===== config.mk =====
export PLATFORM = sky130hd
export DESIGN_NAME = m_cache_refill
export DESIGN_NICKNAME = d
export VERILOG_FILES = /design/src/rtl/cache_pkg.sv /design/src/rtl/m_cache_array.sv /design/src/rtl/m_cache_refill.sv
export SDC_FILE = /design/constraint.sdc
export NUM_CORES = 2
export LEC_CHECK = 0
export CORE_MARGIN = 3
export CORE_UTILIZATION = 38
export CTS_CLUSTER_SIZE = 24
export DETAILED_ROUTE_END_ITERATION = 10
export PLACE_DENSITY = 0.64
export SKIP_CTS_REPAIR_TIMING = 1
export SLEW_MARGIN = 20
export SYNTH_ARGS = -nofsm -noshare
export SYNTH_HDL_FRONTEND = slang
export SYNTH_HIERARCHICAL = 1
export SYNTH_MEMORY_MAX_BITS = 65536
export SYNTH_SLANG_ARGS = --single-unit

===== constraint.sdc =====
create_clock -name w_clk -period 7.4 [get_ports w_clk]
set_input_delay 0.74 -clock w_clk [delete_from_list [all_inputs] [get_ports w_clk]]
set_output_delay 0.74 -clock w_clk [all_outputs]
set_load 0.005 [all_outputs]

===== src/rtl/cache_pkg.sv =====
// Shared definitions for the direct-mapped instruction cache.
//   - cache_state_e : refill/flush controller states (IDLE=0, REFILL=1, FLUSH=2)
//   - ofs_w/idx_w/tag_w/wofs_w/cnt_w : address-split and counter widths
//     derived from the LINES and WORDS parameters of the cache.
package cache_pkg;

  localparam int DEF_LINES = 32;
  localparam int DEF_WORDS = 4;

  typedef enum logic [1:0] {
    IDLE   = 2'd0,
    REFILL = 2'd1,
    FLUSH  = 2'd2
  } cache_state_e;

  // Byte-offset field width: 2 byte bits plus the word-within-line bits.
  function automatic int ofs_w(input int words);
    return 2 + $clog2(words);
  endfunction

  function automatic int idx_w(input int lines);
    return $clog2(lines);
  endfunction

  function automatic int tag_w(input int lines, input int words);
    return 32 - ofs_w(words) - idx_w(lines);
  endfunction

  // Word-select width; kept at least 1 so single-word lines still get a port.
  function automatic int wofs_w(input int words);
    return (words > 1) ? $clog2(words) : 1;
  endfunction

  // Shared word/line counter must reach max(WORDS, LINES) - 1.
  function automatic int cnt_w(input int lines, input int words);
    return $clog2((lines > words) ? lines : words);
  endfunction

endpackage


===== src/rtl/m_cache_array.sv =====
// Tag, data and valid storage for the direct-mapped cache.
//   clk, rst          : clock and synchronous active-high reset (clears valid only)
//   rd_idx, rd_ofs    : asynchronous lookup -> rd_valid, rd_tag, rd_data
//   wr_en/wr_idx/wr_ofs/wr_data : one data word written per cycle
//   tag_we/wr_tag     : writes the tag of line wr_idx and marks it valid
//   clr_en/clr_idx    : invalidates one line
module m_cache_array
  import cache_pkg::*;
#(
  parameter int LINES = DEF_LINES,
  parameter int WORDS = DEF_WORDS,
  localparam int IDX_W  = idx_w(LINES),
  localparam int TAG_W  = tag_w(LINES, WORDS),
  localparam int WOFS_W = wofs_w(WORDS)
) (
  input  logic              clk,
  input  logic              rst,
  input  logic [IDX_W-1:0]  rd_idx,
  input  logic [WOFS_W-1:0] rd_ofs,
  output logic              rd_valid,
  output logic [TAG_W-1:0]  rd_tag,
  output logic [31:0]       rd_data,
  input  logic              wr_en,
  input  logic [IDX_W-1:0]  wr_idx,
  input  logic [WOFS_W-1:0] wr_ofs,
  input  logic [31:0]       wr_data,
  input  logic              tag_we,
  input  logic [TAG_W-1:0]  wr_tag,
  input  logic              clr_en,
  input  logic [IDX_W-1:0]  clr_idx
);

  logic [TAG_W-1:0] tag_mem  [LINES];
  logic [31:0]      data_mem [LINES][WORDS];
  logic [LINES-1:0] valid_q, valid_d;

  // NOTE: tag and data arrays have no reset; the valid bit alone qualifies
  // their contents, which keeps them mappable onto plain RAM.
  always_ff @(posedge clk) begin
    if (wr_en)  data_mem[wr_idx][wr_ofs] <= wr_data;
    if (tag_we) tag_mem[wr_idx]          <= wr_tag;
  end

  // NOTE: every variable written in an always_comb gets its default first,
  // so no path can leave it unassigned and infer a latch.
  always_comb begin
    valid_d = valid_q;
    if (clr_en) valid_d[clr_idx] = 1'b0;
    if (tag_we) valid_d[wr_idx]  = 1'b1;
  end

  // NOTE: sequential state is updated with non-blocking assignments only, so
  // every flop samples the pre-edge values regardless of block ordering.
  always_ff @(posedge clk) begin
    if (rst) valid_q <= '0;
    else     valid_q <= valid_d;
  end

  assign rd_valid = valid_q[rd_idx];
  assign rd_tag   = tag_mem[rd_idx];
  assign rd_data  = data_mem[rd_idx][rd_ofs];

endmodule


===== src/rtl/m_cache_refill.sv =====
// Direct-mapped read-only instruction cache with line refill and flush.
//   w_clk, w_rst      : clock, synchronous active-high reset
//   w_req, w_adr      : core read request (held until w_rdy)
//   w_rdy, w_dout     : same-cycle hit completion and read word
//   w_busy            : high while refilling or flushing
//   w_flush           : single-cycle request to invalidate every line
//   w_mreq, w_madr    : memory word request and word-aligned address
//   w_mack, w_mdata   : memory data return strobe and data
module m_cache_refill
  import cache_pkg::*;
#(
  parameter int LINES = DEF_LINES,
  parameter int WORDS = DEF_WORDS
) (
  input  logic        w_clk,
  input  logic        w_rst,
  input  logic        w_req,
  input  logic [31:0] w_adr,
  output logic        w_rdy,
  output logic [31:0] w_dout,
  output logic        w_busy,
  input  logic        w_flush,
  output logic        w_mreq,
  output logic [31:0] w_madr,
  input  logic        w_mack,
  input  logic [31:0] w_mdata
);

  localparam int OFS_W  = ofs_w(WORDS);
  localparam int IDX_W  = idx_w(LINES);
  localparam int TAG_W  = tag_w(LINES, WORDS);
  localparam int WOFS_W = wofs_w(WORDS);
  localparam int CNT_W  = cnt_w(LINES, WORDS);

  cache_state_e     state_q, state_d;
  logic [CNT_W-1:0] cnt_q, cnt_d;
  logic             pend_q, pend_d;
  logic [31:0]      base_q, base_d;

  // Request address split.
  logic [WOFS_W-1:0] req_ofs;
  logic [IDX_W-1:0]  req_idx;
  logic [TAG_W-1:0]  req_tag;

  assign req_ofs = WOFS_W'((w_adr >> 2) & 32'(WORDS - 1));
  assign req_idx = IDX_W'(w_adr >> OFS_W);
  assign req_tag = TAG_W'(w_adr >> (OFS_W + IDX_W));

  // Line being refilled, recovered from the latched base address.
  logic [IDX_W-1:0] fill_idx;
  logic [TAG_W-1:0] fill_tag;

  assign fill_idx = IDX_W'(base_q >> OFS_W);
  assign fill_tag = TAG_W'(base_q >> (OFS_W + IDX_W));

  logic             rd_valid;
  logic [TAG_W-1:0] rd_tag;
  logic             hit;
  logic             rdy;
  logic             word_we;
  logic             fill_done;
  logic             clr_en;

  assign hit = rd_valid & (rd_tag == req_tag);

  m_cache_array #(
    .LINES (LINES),
    .WORDS (WORDS)
  ) u_array (
    .clk      (w_clk),
    .rst      (w_rst),
    .rd_idx   (req_idx),
    .rd_ofs   (req_ofs),
    .rd_valid (rd_valid),
    .rd_tag   (rd_tag),
    .rd_data  (w_dout),
    .wr_en    (word_we),
    .wr_idx   (fill_idx),
    .wr_ofs   (WOFS_W'(cnt_q)),
    .wr_data  (w_mdata),
    .tag_we   (fill_done),
    .wr_tag   (fill_tag),
    .clr_en   (clr_en),
    .clr_idx  (IDX_W'(cnt_q))
  );

  always_comb begin
    state_d   = state_q;
    cnt_d     = cnt_q;
    pend_d    = pend_q;
    base_d    = base_q;
    rdy       = 1'b0;
    w_mreq    = 1'b0;
    word_we   = 1'b0;
    fill_done = 1'b0;
    clr_en    = 1'b0;

    unique case (state_q)
      IDLE: begin
        // A flush (new or deferred from a refill) wins over the request.
        if (w_flush || pend_q) begin
          state_d = FLUSH;
          cnt_d   = '0;
          pend_d  = 1'b0;
        end else if (w_req && hit) begin
          rdy = 1'b1;
        end else if (w_req) begin
          state_d = REFILL;
          cnt_d   = '0;
          base_d  = {req_tag, req_idx, {OFS_W{1'b0}}};
        end
      end

      REFILL: begin
        w_mreq = 1'b1;
        if (w_flush) pend_d = 1'b1;
        if (w_mack) begin
          word_we = 1'b1;
          cnt_d   = cnt_q + 1'b1;
          if (cnt_q == CNT_W'(WORDS - 1)) begin
            fill_done = 1'b1;
            state_d   = IDLE;
            cnt_d     = '0;
          end
        end
      end

      FLUSH: begin
        clr_en = 1'b1;
        cnt_d  = cnt_q + 1'b1;
        if (cnt_q == CNT_W'(LINES - 1)) begin
          state_d = IDLE;
          cnt_d   = '0;
        end
      end

      default: begin
        state_d = IDLE;
        cnt_d   = '0;
      end
    endcase
  end

  always_ff @(posedge w_clk) begin
    if (w_rst) begin
      state_q <= IDLE;
      cnt_q   <= '0;
      pend_q  <= 1'b0;
      base_q  <= '0;
    end else begin
      state_q <= state_d;
      cnt_q   <= cnt_d;
      pend_q  <= pend_d;
      base_q  <= base_d;
    end
  end

  // Counter is zero outside REFILL/FLUSH, so the address is zero after reset.
  assign w_madr = base_q + (32'(cnt_q) << 2);
  assign w_rdy  = rdy & ~w_rst;
  assign w_busy = (state_q != IDLE);

endmodule


=== Word level (Yosys, flattened, before mapping) ===
Memory sizes are Yosys's and may differ from the RTL's.
Index checks and enable logic that the tools add are counted.

* Word-level logic and storage cells: 95
* Output and inout bits: 67
* Memories kept: 2
* Memory bits (read-only): 0
* Bits in registers: 68
* Input bits: 69
* Latch bits: 0
* Memory bits (writable): 4,832

* Shift operators: 0
* Reductions and logical operators: 12
* Order comparisons: 8
* Divide/modulo/power cells: 0
* Add/subtract/negate cells: 2
* $mul: 0
* Mux-type cells: 44
* Eq/ne operators: 12
* Bitwise gates (word level): 10

{| class="wikitable"
|+ Memory list
! name !! words !! width !! read ports !! clocked after memory_dff !! wr ports !! RTL line !! RTL
|-
| u_array.data_mem || 32 || 128 || 1 || 0 || 1 || m_cache_array.sv:34 || <nowiki>logic [31:0] data_mem [LINES][WORDS];</nowiki>
|-
| u_array.tag_mem || 32 || 23 || 1 || 0 || 1 || m_cache_array.sv:33 || <nowiki>logic [TAG_W-1:0] tag_mem [LINES];</nowiki>
|}

{| class="wikitable"
|+ Operator list
! cell !! number
|-
| 32-bit 2-to-1 mux || 5
|-
| 128-bit 2-to-1 mux || 1
|-
| 32-bit binary-select mux with 2-bit select || 1
|-
| 32-bit demux with 2-bit select || 1
|-
| 32-bit by 7-bit adder with 32-bit output || 1
|-
| 32-bit AND || 1
|-
| 32-bit inverter || 1
|-
| 32-bit OR || 1
|-
| 5-bit 2-to-1 mux || 6
|-
| 23-bit equality test || 1
|-
| 5-bit by 6-bit less-than comparator with 1-bit output (second input constant) || 3
|-
| 1-bit 2-to-1 mux || 18
|-
| 5-bit one-hot mux with 3 select lines || 1
|-
| 2-bit 2-to-1 mux || 6
|-
| 1-bit demux with 5-bit select || 2
|-
| 5-bit by 1-bit greater-or-equal comparator with 1-bit output (second input constant) || 2
|-
| 2-bit != test (second input constant) || 5
|-
| 3-bit greater-or-equal comparator (second input constant) || 2
|-
| 3-bit != test (second input constant) || 2
|-
| 2-bit inverter with 3-bit output || 2
|-
| 2-bit one-hot mux with 3 select lines || 1
|-
| 3-bit AND reduction || 2
|-
| 5-bit by 1-bit adder with 5-bit output (second input constant) || 1
|-
| 1-bit binary-select mux with 5-bit select || 1
|-
| other kinds (14) || 21
|}

=== Depth between registers and ports, before layout ===
* Depth after elaboration: 9
* Gate-level depth with buffers: 17
* Depth with buffers taken out: 9

=== Cells and area by module ===
The synthesis kept the hierarchy.

{| class="wikitable"
|+ By module, submodules not included
! module !! area an instance (µm²) !! instances !! cells each !! sequential area each (µm²)
|-
| m_cache_array || 185,108.8 || 1 || 7,214 || 145,739.8
|-
| m_cache_refill || 2,413.6 || 1 || 277 || 720.7
|}

=== Least setup slack after synthesis ===
Ideal clock, no wire load.

* Path type: input to output
* Start point: input w_adr[4]
* End point: output w_rdy
* Stages on the path: 14
* Path buffers: 5
* Arrival time: 4.131 ns
* Required time: 6.660 ns
* Setup slack: 2.529 ns
* Path through: buf_2 buf_6 buf_6 buf_6 buf_1 mux4_2 mux4_2 mux2_2 xnor2_1 nand4_1 nor2_1 nand2_1 or3_1 nor3_1

* Word-level cells in the longest chain between the ends: 8

{| class="wikitable"
|+ RTL lines
! item !! RTL line !! RTL
|-
| start: declaration || m_cache_refill.sv:18 || <nowiki>input logic [31:0] w_adr,</nowiki>
|-
| memory 32 x 23 bit || -- ||
|-
| via rd_tag[7] || m_cache_refill.sv:57 || <nowiki>logic [TAG_W-1:0] rd_tag;</nowiki>
|-
| 23-bit equality test || m_cache_refill.sv:64 || <nowiki>assign hit = rd_valid & (rd_tag == req_tag);</nowiki>
|-
| 1-bit AND || m_cache_refill.sv:64 ||
|-
| 1-bit logical AND || m_cache_refill.sv:105 || <nowiki>end else if (w_req && hit) begin</nowiki>
|-
| 1-bit 2-to-1 mux || m_cache_refill.sv:105 ||
|-
| 1-bit 2-to-1 mux || m_cache_refill.sv:101 || <nowiki>if (w_flush || pend_q) begin</nowiki>
|-
| 1-bit 2-to-1 mux || m_cache_refill.sv:98 || <nowiki>unique case (state_q)</nowiki>
|-
| 1-bit AND || m_cache_refill.sv:160 || <nowiki>assign w_rdy = rdy & ~w_rst;</nowiki>
|-
| end: declaration || m_cache_refill.sv:19 || <nowiki>output logic w_rdy,</nowiki>
|}

The timed path passes the listed nets, and every way through them passes these cells. The select of a mux whose other input is x is not followed.

=== Worst setup path after layout ===
Same ends and word-level chain as after synthesis.

==> run_results.csv <==
group,metric,value,unit
status,outcome,"completed",
clock_tree,cts_tree,"yes",
setup_path,cp_slowest_stage_delay,590,ps
synth,synth-adder-area-share,0.000641,
grt,grt_pass1_vias,86900,
clock_tree,htree_levels,5,
setup_path,critPathArrivalTime,5240,ps
setup_path,ff2ff_path_depth,4,
detailed_routing,drtIter0Drc,11400,
setup_path,cpMaxStageDelayCell,"clkdlybuf4s50_1",
synth,synth-compound-area-share,0.00256,
floorplanning,start_util,0.382,
place,dp_hpwl,251,mm
detailed_routing,vias,85400,
layout,drive_above_1_share,0.333,
synth,synthFlopType,"edfxtp_1",
synth,yosysWarnings,6,
clock_tree,clock_latency,1040,ps
setup_path,critPathLaunchType,"primary input",
sta,hold_ws,145,ps
layout,areaGrowthSynthToFinish,14.0,%
setup_path,crit_path_cell_trace,"buf_16 -> buf_4 -> mux4_2 -> mux4_2 -> mux2_2 -> xnor2_1 -> nand4_1 -> nor2_1 -> nand2_1 -> or3_1 -> nor3_1 -> clkdlybuf4s50_1",
synth,ys_seq_area_frac,0.781,
setup_path,cp_max_fo,76,
sta,worst_pin_slew,1090,ps
synth,yosysUniqueCellTypes,54,
synth,ys_seq_elements,4900,
sta,finClkSkew,102,ps
floorplanning,die_w,708,um
detailed_routing,drt-vias-per-instance,5.72,
setup_path,critPathKind,"in2out",
sta,setup_viol,0,
sta,slew_viol_final,0,
power,leakage,65.1,nW
synth,synth_top_family_by_area,"multiplexers",
clock_tree,path_clk_slew,60,ps
synth,async_flop_share,0,
clock_tree,cts_made_buffers,462,
sta,tns,0,ps
sta,slew_headroom,0.275,
setup_path,required,6660,ps
synth,synth-xor-area-share,0.00233,
floorplanning,core-area,0.491,mm2
detailed_routing,route.detailed.wl_per_inst,31.0,um
min_path,min_path_cells,1,
floorplanning,die-height,708,um
layout,fin_area,0.214,mm2
power,p_per_area,266,mW/mm2
power,ir_drop,0.000209,V
clock_tree,cts_sinks,4900,
floorplanning,dieArea,0.502,mm2
layout,num-nets-final,8094,
floorplanning,placementRows,257,
grt,grt_start_max_net_pins,116,
grt,grt_antenna_before_repair,46,
detailed_routing,ant_nets,0,
synth,avgSynthCellArea,25.0,um2
grt,grt_usage,0.182,
sta,hold_viol,0,
sta,rsz0062_at_grt,"false",
setup_path,r2r_start,"base_q[8]",
sta,fmax,167,MHz
synth,synthesis.area,0.188,mm2
synth,synth_edf_count,4832,
clock_tree,cts_buffer_depth,4,
detailed_routing,finalWirelength,462,mm
sta,fin_crit_sh,0.808,
place,dpl-instance-area,0.199,mm2
sta,period_needed,5980,ps
flow_run,max_cap_violations,0,
min_path,hp-start,"w_mdata[18]",
detailed_routing,first_pass_iters,5,
synth,synthMuxAreaShare,0.195,
synth,synthCells,7491,
grt,grt-ovfl-total,0,
setup_path,path_common_cell,"mux4_2",
place,gp_congestion,0.828,
floorplanning,ioPinCount,136,
min_path,hold_path_class,"in2reg",
place,numPortBuffers,131,
grt,grt_pass1_wl,654,mm
setup_path,crit_path_end_kind,"output port",
detailed_routing,drc,0,
setup_path,crit_path_start,"w_adr[4]",
clock_tree,clockRootBuffer,"clkbuf_16",
synth,synth_simple_gate_area_frac,0.00791,
[state kept, by name, indices dropped and copies added, names as in the netlist]
| register | flops |
|---|---|
| pend_q | 1 |
| base_q | 28 |
| u_array/data_mem | 4096 |
| u_array/valid_q | 32 |
| state_q | 2 |
| cnt_q | 5 |
| u_array/tag_mem | 736 |
[cell families (layout without fill, tap and decap cells)]
family,count (synthesis),count (layout)
compound gates,88,88
xor+xnor,49,49
fa+ha+maj,9,9
buf+inv,452,1356
flops,4900,4900
mux,1668,1668
other cells,1,58
simple gates,324,324
[power breakdown]
| group | internal, mW | switching, mW | total, mW |
|---|---|---|---|
| clock | 12.6 | 10.2 | 22.8 |
| combinational | 1.29 | 2.03 | 3.32 |
| sequential | 30.6 | 0.0671 | 30.7 |
[final cells by class]
class | instances | area, um2
sequential | 4900 | 146000
tap | 6475 | 8100
antenna | 56 | 140
fill | 40600 | 277000
clock inverter | 289 | 2580
inverter | 48 | 180
multi-input combinational | 2140 | 40100
timing repair buffer | 464 | 4310
clock buffer | 555 | 11900
[layer usage]
metal	up-vias	wire length, um	track usage
met4	8	12400	0.0516
met1	46800	184000	0.257
met5	-	50	0
li1	33700	-	-
met2	4189	220000	0.287
met3	676	45700	0.0392
[cells in the mapped netlist (20+ instances only)]
cell type  instances  area, um2
a21oi_1           39        195
buf_1             20       75.1
buf_2            125        626
clkbuf_1         246        923
dfxtp_1           68       1360
edfxtp_1        4832     145000
inv_1             48        180
mux2_2            56        631
mux2i_1           28        280
mux4_2          1584      35700
nand2_1           53        199
nand3_1           43        215
nor2_1           176        661
o21ai_0           35        175
xnor2_1           40        350
[per-stage QoR]
stage	cells	utilization	power, mW	worst slack [ps]
3_3_place_gp	14000	0.406	34.5	1400
4_1_cts	14900	0.435	57.3	1420
5_1_grt	14900	0.436	58.5	1220
6_report	14900	0.436	56.8	1420
3_5_place_dp	14000	0.406	34.6	1440
2_1_floorplan	7492	-	33.0	2530
[path summary, 6_finish.rpt]
kind | slack, ps | endpoint
max | 1420 | w_rdy
min | 150 | u_array/data_mem[30][114]
max reg2reg | 3630 | u_array/data_mem[20][26]
min reg2reg | 480 | u_array/valid_q[14]
[critical path: cells and delay by family]
family	cells	cell delay (ps)
muxes	3	1400
xor gates and xnor gates	1	150
buffers and inverters	3	1450
and+or+nand+nor	5	1390
[cells in the final DEF, fill, tap and decap left out, types with 6 or more instances in the layout]
master / n
xnor2_1: 40
mux2_2: 56
clkinv_1: 115
inv_6: 10
nand2_1: 53
ha_1: 8
nor2_4: 129
mux4_2: 1584
and3_1: 6
buf_12: 40
nand3b_1: 7
edfxtp_1: 4832
xor2_1: 8
clkinvlp_4: 14
clkinv_2: 93
clkinv_16: 9
dfxtp_1: 63
clkbuf_1: 92
nand4_1: 8
mux2i_1: 28
clkbuf_16: 462
bufinv_16: 33
inv_1: 48
nor2_1: 46
nand3_1: 42
a21oi_1: 39
o21ai_0: 35
clkdlybuf4s50_1: 91
buf_4: 320
diode_2: 56
Note: power is estimated with default switching activity, not from simulation.
